**config.mk**
```make
export PLATFORM = sky130hd
export DESIGN_NAME = instr_fetch_unit
export DESIGN_NICKNAME = d
export VERILOG_FILES = /design/src/rtl/tsc_pkg.sv /design/src/rtl/fetch_pc_reg.sv /design/src/rtl/instr_fetch_unit.sv
export SDC_FILE = /design/constraint.sdc
export NUM_CORES = 1
export LEC_CHECK = 0
export CORE_ASPECT_RATIO = 0.75
export CORE_MARGIN = 2
export CORE_UTILIZATION = 40
export DETAILED_ROUTE_END_ITERATION = 12
export PLACE_DENSITY = 0.8
export SETUP_SLACK_MARGIN = 0.02
export SYNTH_ARGS = -nofsm -noshare
export SYNTH_HDL_FRONTEND = slang
export SYNTH_HIERARCHICAL = 1
export SYNTH_SLANG_ARGS = --single-unit
```
**constraint.sdc**
```tcl
create_clock -name clk -period 2.5 [get_ports clk]
set_input_delay 0.375 -clock clk [delete_from_list [all_inputs] [get_ports clk]]
set_output_delay 0.375 -clock clk [all_outputs]
set_load 0.01 [all_outputs]
```
**src/rtl/tsc_pkg.sv**
```systemverilog
// Shared definitions for the 16-bit TSC CPU front end (fetch and decode).
package tsc_pkg;

    localparam int              WORD_W   = 16;
    localparam logic [15:0]     RESET_PC = 16'h0000;

    // Fetch controller states, 2-bit encoding.
    typedef enum logic [1:0] {
        ST_IDLE = 2'd0,
        ST_REQ  = 2'd1,
        ST_HOLD = 2'd2,
        ST_HALT = 2'd3
    } fetch_state_t;

    // HLT is an R-type instruction: opcode 15 with function code 29.
    localparam logic [3:0] OPC_RTYPE = 4'd15;
    localparam logic [5:0] FUNC_HLT  = 6'd29;

    function automatic logic is_hlt(input logic [15:0] instr);
        return (instr[15:12] == OPC_RTYPE) && (instr[5:0] == FUNC_HLT);
    endfunction

endpackage

```
**src/rtl/fetch_pc_reg.sv**
```systemverilog
// Program counter for the fetch stage: redirect load has priority over the
// sequential increment; arithmetic wraps modulo 2^WORD_W.
module fetch_pc_reg
    import tsc_pkg::*;
#(
    parameter int                WORD_W   = 16,
    parameter logic [WORD_W-1:0] RESET_PC = '0
) (
    input  logic              clk,
    input  logic              reset_n,
    input  logic              i_inc,
    input  logic              i_load,
    input  logic [WORD_W-1:0] i_load_pc,
    output logic [WORD_W-1:0] o_pc,
    output logic [WORD_W-1:0] o_pc_inc
);

    localparam logic [WORD_W-1:0] ONE = {{(WORD_W-1){1'b0}}, 1'b1};

    logic [WORD_W-1:0] r_pc;
    logic [WORD_W-1:0] w_pc_inc;

    assign w_pc_inc = r_pc + ONE;
    assign o_pc     = r_pc;
    assign o_pc_inc = w_pc_inc;

    // PC register: redirect target wins over increment.
    always_ff @(posedge clk or negedge reset_n) begin
        if (!reset_n) begin
            r_pc <= RESET_PC;
        end else if (i_load) begin
            r_pc <= i_load_pc;
        end else if (i_inc) begin
            r_pc <= w_pc_inc;
        end
    end

endmodule

```
**src/rtl/instr_fetch_unit.sv**
```systemverilog
// Fetch stage of the TSC CPU: PC ownership, instruction-memory read
// handshake, hold-until-accepted buffer for decode, redirect and halt.
//
// state | meaning
// IDLE  | one cycle after reset before the first request
// REQ   | i_readM asserted, waiting for i_inputReady
// HOLD  | instruction held valid until decode accepts or a redirect squashes it
// HALT  | fetch stopped; only reset leaves
module instr_fetch_unit #(
    parameter int                WORD_W   = tsc_pkg::WORD_W,
    parameter logic [WORD_W-1:0] RESET_PC = tsc_pkg::RESET_PC
) (
    input  logic              clk,
    input  logic              reset_n,
    output logic              i_readM,
    output logic [WORD_W-1:0] i_address,
    input  logic [WORD_W-1:0] i_data,
    input  logic              i_inputReady,
    output logic [WORD_W-1:0] instr,
    output logic [WORD_W-1:0] instr_pc,
    output logic              instr_valid,
    input  logic              dec_ready,
    input  logic              redirect,
    input  logic [WORD_W-1:0] redirect_pc,
    input  logic              halt,
    output logic [WORD_W-1:0] num_inst,
    output logic              halted
);

    import tsc_pkg::*;

    localparam logic [WORD_W-1:0] ONE = {{(WORD_W-1){1'b0}}, 1'b1};

    fetch_state_t      r_state;
    fetch_state_t      w_state_next;

    logic [WORD_W-1:0] r_address;
    logic [WORD_W-1:0] r_instr;
    logic [WORD_W-1:0] r_instr_pc;
    logic              r_instr_valid;
    logic [WORD_W-1:0] r_num_inst;
    // Set when a redirect lands while a request is outstanding: the response
    // that eventually arrives belongs to the old path and must be dropped.
    logic              r_squash;
    // Halt seen during REQ; the transaction still has to complete.
    logic              r_halt_pend;

    logic [WORD_W-1:0] w_pc;
    logic [WORD_W-1:0] w_pc_inc;
    logic              w_pc_inc_en;
    logic              w_pc_load;
    logic              w_addr_load;
    logic [WORD_W-1:0] w_addr_val;
    logic              w_capture;
    logic              w_valid_clr;
    logic              w_cnt_inc;
    logic              w_squash_set;
    logic              w_squash_clr;
    logic              w_halt_pend_set;

    fetch_pc_reg #(
        .WORD_W   (WORD_W),
        .RESET_PC (RESET_PC)
    ) u_pc (
        .clk       (clk),
        .reset_n   (reset_n),
        .i_inc     (w_pc_inc_en),
        .i_load    (w_pc_load),
        .i_load_pc (redirect_pc),
        .o_pc      (w_pc),
        .o_pc_inc  (w_pc_inc)
    );

    // State register.
    always_ff @(posedge clk or negedge reset_n) begin
        if (!reset_n) begin
            r_state <= ST_IDLE;
        end else begin
            r_state <= w_state_next;
        end
    end

    // Next-state and datapath control; priority is halt > redirect > dec_ready.
    always_comb begin
        w_state_next    = r_state;
        w_pc_inc_en     = 1'b0;
        w_pc_load       = 1'b0;
        w_addr_load     = 1'b0;
        w_addr_val      = w_pc;
        w_capture       = 1'b0;
        w_valid_clr     = 1'b0;
        w_cnt_inc       = 1'b0;
        w_squash_set    = 1'b0;
        w_squash_clr    = 1'b0;
        w_halt_pend_set = 1'b0;
        case (r_state)
            ST_IDLE: begin
                if (halt) begin
                    w_state_next = ST_HALT;
                    w_valid_clr  = 1'b1;
                end else begin
                    w_state_next = ST_REQ;
                    w_addr_load  = 1'b1;
                    w_addr_val   = w_pc;
                end
            end
            ST_REQ: begin
                if (i_inputReady) begin
                    if (halt || r_halt_pend) begin
                        w_state_next = ST_HALT;
                    end else if (redirect) begin
                        // Same-cycle redirect: drop data, re-request at target.
                        w_pc_load    = 1'b1;
                        w_addr_load  = 1'b1;
                        w_addr_val   = redirect_pc;
                        w_squash_clr = 1'b1;
                    end else if (r_squash) begin
                        w_squash_clr = 1'b1;
                        w_addr_load  = 1'b1;
                        w_addr_val   = w_pc;
                    end else begin
                        w_capture    = 1'b1;
                        w_state_next = ST_HOLD;
                    end
                end else if (halt || r_halt_pend) begin
                    w_halt_pend_set = 1'b1;
                end else if (redirect) begin
                    // Address must stay put until the memory answers.
                    w_pc_load    = 1'b1;
                    w_squash_set = 1'b1;
                end
            end
            ST_HOLD: begin
                if (halt) begin
                    w_state_next = ST_HALT;
                    w_valid_clr  = 1'b1;
                end else if (redirect) begin
                    w_pc_load    = 1'b1;
                    w_addr_load  = 1'b1;
                    w_addr_val   = redirect_pc;
                    w_valid_clr  = 1'b1;
                    w_state_next = ST_REQ;
                end else if (dec_ready) begin
                    w_cnt_inc    = 1'b1;
                    w_pc_inc_en  = 1'b1;
                    w_addr_load  = 1'b1;
                    w_addr_val   = w_pc_inc;
                    w_valid_clr  = 1'b1;
                    w_state_next = ST_REQ;
                end
            end
            ST_HALT: begin
                w_state_next = ST_HALT;
            end
            default: begin
                w_state_next = ST_IDLE;
            end
        endcase
    end

    // Request address and the instruction buffer handed to decode.
    always_ff @(posedge clk or negedge reset_n) begin
        if (!reset_n) begin
            r_address     <= '0;
            r_instr       <= '0;
            r_instr_pc    <= '0;
            r_instr_valid <= 1'b0;
        end else begin
            if (w_addr_load) begin
                r_address <= w_addr_val;
            end
            if (w_capture) begin
                r_instr       <= i_data;
                r_instr_pc    <= r_address;
                r_instr_valid <= 1'b1;
            end else if (w_valid_clr) begin
                r_instr_valid <= 1'b0;
            end
        end
    end

    // Accepted-instruction counter, wrapping.
    always_ff @(posedge clk or negedge reset_n) begin
        if (!reset_n) begin
            r_num_inst <= '0;
        end else if (w_cnt_inc) begin
            r_num_inst <= r_num_inst + ONE;
        end
    end

    // Squash and pending-halt flags for the outstanding request.
    always_ff @(posedge clk or negedge reset_n) begin
        if (!reset_n) begin
            r_squash    <= 1'b0;
            r_halt_pend <= 1'b0;
        end else begin
            if (w_squash_clr) begin
                r_squash <= 1'b0;
            end else if (w_squash_set) begin
                r_squash <= 1'b1;
            end
            if (w_halt_pend_set) begin
                r_halt_pend <= 1'b1;
            end
        end
    end

    assign i_readM     = (r_state == ST_REQ);
    assign halted      = (r_state == ST_HALT);
    assign i_address   = r_address;
    assign instr       = r_instr;
    assign instr_pc    = r_instr_pc;
    assign instr_valid = r_instr_valid;
    assign num_inst    = r_num_inst;

endmodule

```
# Word-level counts from Yosys, hierarchy flattened

Index checks and enable logic that the tools add are counted.

Add/subtract/negate cells: 2
Equal/unequal tests: 7
Multiplexer cells: 52
Reduce and logical (&&, ||, !) cells: 6

Operator list:

| cell                                                   | count |
|---|---|
| two-way mux 16 bit                                     | 8 |
| adder 16 x 1 -> 16 bit (second input constant)         | 2 |
| one-hot mux 16 bit (2 select lines)                    | 1 |
| two-way mux 1 bit                                      | 31 |
| two-way mux 2 bit                                      | 8 |
| one-hot mux 2 bit (4 select lines)                     | 1 |
| inequality test 3 x 2 -> 1 bit (second input constant) | 2 |
| nonzero test 2 bit                                     | 3 |
| == test 2 bit (second input constant)                  | 2 |
| inequality test 4 bit (second input constant)          | 1 |
| one-hot mux 1 bit (2 select lines)                     | 2 |
| AND reduction 4 bit                                    | 1 |
| one-hot mux 1 bit (3 select lines)                     | 1 |
| == test 2 x 1 -> 1 bit (second input constant)         | 1 |
| logical NOT 2 bit                                      | 1 |
| inequality test 2 x 1 -> 1 bit (second input constant) | 1 |
| logical OR 1 bit                                       | 1 |

Bits in registers: 85

# Depth between registers and ports, before layout

Depth in word-level cells: 6
Depth in mapped cells: 9
Mapped depth without buffers: 9

# By module

Netlist, hierarchy kept.

By module, submodules not included:

| module           | instances | cells each | area an instance (um^2) | seq. area each (um^2) |
|---|---|---|---|---|
| instr_fetch_unit | 1         | 324        | 3,429.5                 | 1,726.7 |
| fetch_pc_reg     | 1         | 127        | 1,108.6                 | 400.4 |

# Least setup slack after synthesis

OpenSTA, ideal clock, no wires.

Path kind: flip-flop to flip-flop
From: register r_state[0]
To: register u_pc.r_pc[15] (netlist: u_pc/o_pc[15])
Library setup time: 0.131 ns
Data arrival time: 2.194 ns
Required time: 2.369 ns
Slack: 0.175 ns
Cell stages (with the launch flop): 10
Buffers on the path: 2
Clock period less this slack: 2.325 ns
Path through: dfrtp_1 inv_1 ha_1 and4bb_2 buf_1 buf_2 nand4_1 nor4_1 xnor2_1 o21ai_1

Longest elaborated chain between the ends: 3
Elaborated cells on any way between the ends: 6

Ends and longest elaborated chain:

| element                             | RTL line               | source |
|---|---|---|
| from (decl)                         | instr_fetch_unit.sv:34 | `fetch_state_t r_state;` |
| from (signal assigned)              | instr_fetch_unit.sv:79 | `r_state <= w_state_next;` |
| == test 2 bit                       | -                      |  |
| two-way mux 1 bit                   | -                      |  |
| via w_cnt_inc                       | instr_fetch_unit.sv:56 | `logic w_cnt_inc;` |
| nonzero test 2 bit (no source line) | -                      |  |
| to (signal assigned)                | fetch_pc_reg.sv:32     | `r_pc <= i_load_pc;` |
| to (signal assigned)                | fetch_pc_reg.sv:34     | `r_pc <= w_pc_inc;` |
| to (decl)                           | fetch_pc_reg.sv:20     | `logic [WORD_W-1:0] r_pc;` |

The timed path passes the listed nets, and every way through them passes these cells.
A chain may end at the register's enable or synchronous reset.

# Worst setup path in the final report

From: register u_pc.r_pc[5] (netlist: u_pc/o_pc[5])
To: register r_address[12] (netlist: i_address[12])

Longest elaborated chain between the ends: 5

Ends and longest elaborated chain:

| element                             | RTL line                | source |
|---|---|---|
| adder 16 x 1 -> 16 bit              | fetch_pc_reg.sv:23      | `assign w_pc_inc = r_pc + ONE;` |
| via w_pc_inc[12]                    | instr_fetch_unit.sv:49  | `logic [WORD_W-1:0] w_pc_inc;` |
| two-way mux 16 bit                  | instr_fetch_unit.sv:143 | `end else if (dec_ready) begin` |
| two-way mux 16 bit                  | instr_fetch_unit.sv:137 | `end else if (redirect) begin` |
| two-way mux 16 bit                  | instr_fetch_unit.sv:134 | `if (halt) begin` |
| one-hot mux 16 bit (2 select lines) | instr_fetch_unit.sv:96  | `case (r_state)` |
| to (signal assigned)                | instr_fetch_unit.sv:170 | `r_address <= w_addr_val;` |
| to (decl)                           | instr_fetch_unit.sv:37  | `logic [WORD_W-1:0] r_address;` |

The timed path passes the listed nets, and every way through them passes these cells.

==> results.md <==
* Status: completed
* Worst Setup Path Type: register to register
* Worst vdd ir at about 0.00031 V
* H-tree Lvls at 3
* Reg area at ~2100 um2
* Netlist Area Pre-Place at ~4500 um2
* Setup repair after global routing missed its margin: no
* GPL Wtd Cong at a little under 0.9
* Sequential share of the synthesized area at approximately 47%
* CP startpoint kind: register
* Tot Pwr at between 2000 and 3000 uW
* Ratio of cells with drive above 1 in the final layout at 7.387%
* Slew headroom at around 60%
* PD cells at 468.1 nW/um2
* Antenna-violating nets left at 0
* Row count at 33
* Synth top area cells: dfrtp_1 47%, mux2_1 8.2%, xnor2_1 5.4%
* Register bit total from synthesis at 85
* Final std cells w/o fill at 695
* Full die area at around 12000 um2
* Ports at approximately 110
* Chip Width at 127.0 um
* Post-synth top area share at around 47%
* Skew-Pair Late Insertion Delay at between 0.3 and 0.4 ns
* Setup-violating endpoint count in the final report at 0
* Final hold violations at 0
* CTS root buf: clkbuf_16
* Clock Path Buffers at 2
* Mapped Nets at 495
* Top-count cell post-synth: dfrtp_1
* Worst Max-Slew Pin Slew at just under 0.6 ns
* Vias in the first global route at 3629
* DRC Markers at 0
* Clock Sinks at 85
* Largest net degree at the start of global routing at between 40 and 50
* Max-Cap Viols at 0
* Multi-input gate area at 2251 um2
* Core area at 10980 um2
* Starting Density at around two fifths
* Vias after detailed routing at around 3800
* Pre-antenna DRT Iters at 7
* DR WL/cell at 17.19 um
* Synth-to-Final Area Change at 33.33%
* Worst EP arrival at ~2.5 ns
* Gr usage total at around 20%
* Worst R2R Setup Slack at 0.20 ns
* Layout Utilization at 55.09%
* 1st-iter DRT viols at approximately 440
* Fin crit period at between 2 and 2.5 ns
* Unique cell type count in the Yosys netlist at 39
* Overflow after GRT at 0
* CTS tree: done
* EDFF count, synth at 0
* Cell taking the most area after synthesis: dfrtp_1
* Min-delay worst type: primary input to asynchronous set/reset pin
* TNS Setup at 0 ns
* Gate Count Post-Synth at 451
* Post-synth top cells: 85 x dfrtp_1, 49 x nand2_1, 40 x a21oi_1
* Worst Setup End Kind: register
* Cts hold-fix bufs at 0
* Diodes inserted at 0
* Clock skew at roughly 0.0064 ns
* Yosys warning count at 6
* Final Net Count at about 590
* Via density at roughly 5.5
* WL final at 11950 um
* Leakage power at 0.002630 uW
* Crit Path Max Fanout at 15
* Hold Slack at a little under 0.03 ns
* Tcrit/Tclk final at approximately nine tenths
* DIE HEIGHT at around 96 um
* IO buf count at between 100 and 150
* Max Freq at 0.4350 GHz
* Fill count at roughly 930
* Primary FF master, synth: dfrtp_1
* Worst EP required at approximately 2.8 ns
* Placed cell count at slightly below 700
* Wire length of the first global-routing pass at between 15000 and 20000 um
* Max-slew violation count at 0
* Syn Area/Cell at between 10 and 15 um2
* Antenna violations before repair at 0
* CTS clk-pin slew, worst paths at roughly 0.07 ns
* Num CTS Buffers at 9
* FFs w/ async S/R, synth at between 90% and 100%
* Dpl hpwl at 8686 um
-- stage by stage --
step                      cell area [um2]  setup slack, ns
after floorplan                      4538           0.1751
after CTS                            6043           0.1054
after global routing                 6051           0.1008
after global placement               5744           0.3516
after detailed placement             5744           0.2434
final                                6051           0.2012
-- worst max-delay path, cell delays in order (launching register included) --
cell and delay (ns):
dfrtp_1 0.52, nand4_4 0.30, nor3_2 0.30, and3_1 0.20
xor2_1 0.15, nand3b_1 0.13, a21oi_1 0.25, a21oi_1 0.10
a31oi_1 0.25
-- path summary, 6_finish.rpt --
check	end	depth (start not counted)	from
max reg2reg	i_address[12]$_DFFE_PN0P_	8	u_pc/o_pc[5]$_DFFE_PN0P_
min	instr_pc[7]$_DFFE_PN0P_	1	reset_n
max in group asynchronous	u_pc/o_pc[2]$_DFFE_PN0P_	2	reset_n
min in group clk	num_inst[15]$_DFFE_PN0P_	1	num_inst[15]$_DFFE_PN0P_
max	i_address[12]$_DFFE_PN0P_	8	u_pc/o_pc[5]$_DFFE_PN0P_
min reg2reg	num_inst[15]$_DFFE_PN0P_	1	num_inst[15]$_DFFE_PN0P_
-- registers in the layout, summed over array words and instances, names as in the netlist --
signal       count
i_address       16
instr           16
instr_pc        16
num_inst        16
u_pc/o_pc       16
r_state          2
instr_valid      1
r_halt_pend      1
r_squash         1
-- layer usage --
metal | global-route usage, % | vias to the layer above | wire length [um]
met5 | 0 | - | 0
met4 | 7.234 | 0 | 197
met3 | 3.780 | 14 | 935
met2 | 30.51 | 177 | 5312
met1 | 28.16 | 1856 | 5503
li1 | - | 1785 | -
-- layout by cell type, fill, tap and decap left out, drive strengths merged, types with 10 or more instances in the layout --
cell and n:
a31oi 16, nand4 10, xnor2 28, inv 13
o21ai 34, dfrtp 85, mux2 33, and2 13
a21oi 40, buf 15, clkdlybuf4s50 103, nand3b 20
nor2 10, nand2 49, xor2 16
-- power by group --
part	switching [uW]	internal [uW]
combinational	63.0	68.1
sequential	0.0000000000000139	1370
clock	619	709
total	682	2150
-- cell families after synthesis --
| kind of cell | synth area share, % |
|---|---|
| and+or+nand+nor | 18.91 |
| AOI/OAI and AO/OA | 11.19 |
| DFF | 46.87 |
| xor gates and xnor gates | 8.492 |
| buffers and inverters | 4.025 |
| muxes | 8.850 |
| adders and majority gates | 1.654 |
-- layout make-up --
class,count,share of cell area [%]
Sequential cell,85,35.15
Multi-Input combinational cell,328,37.20
Timing Repair Buffer,118,19.31
Inverter,8,0.4963
Tap cell,140,2.895
Clock inverter,7,1.220
Clock buffer,9,3.722
-- repair_timing --
action,CTS,global route
buffers inserted,0,0
resized for setup,0,2
setup endpoints to repair,0,1
Note: power is estimated with default switching activity, not from simulation.
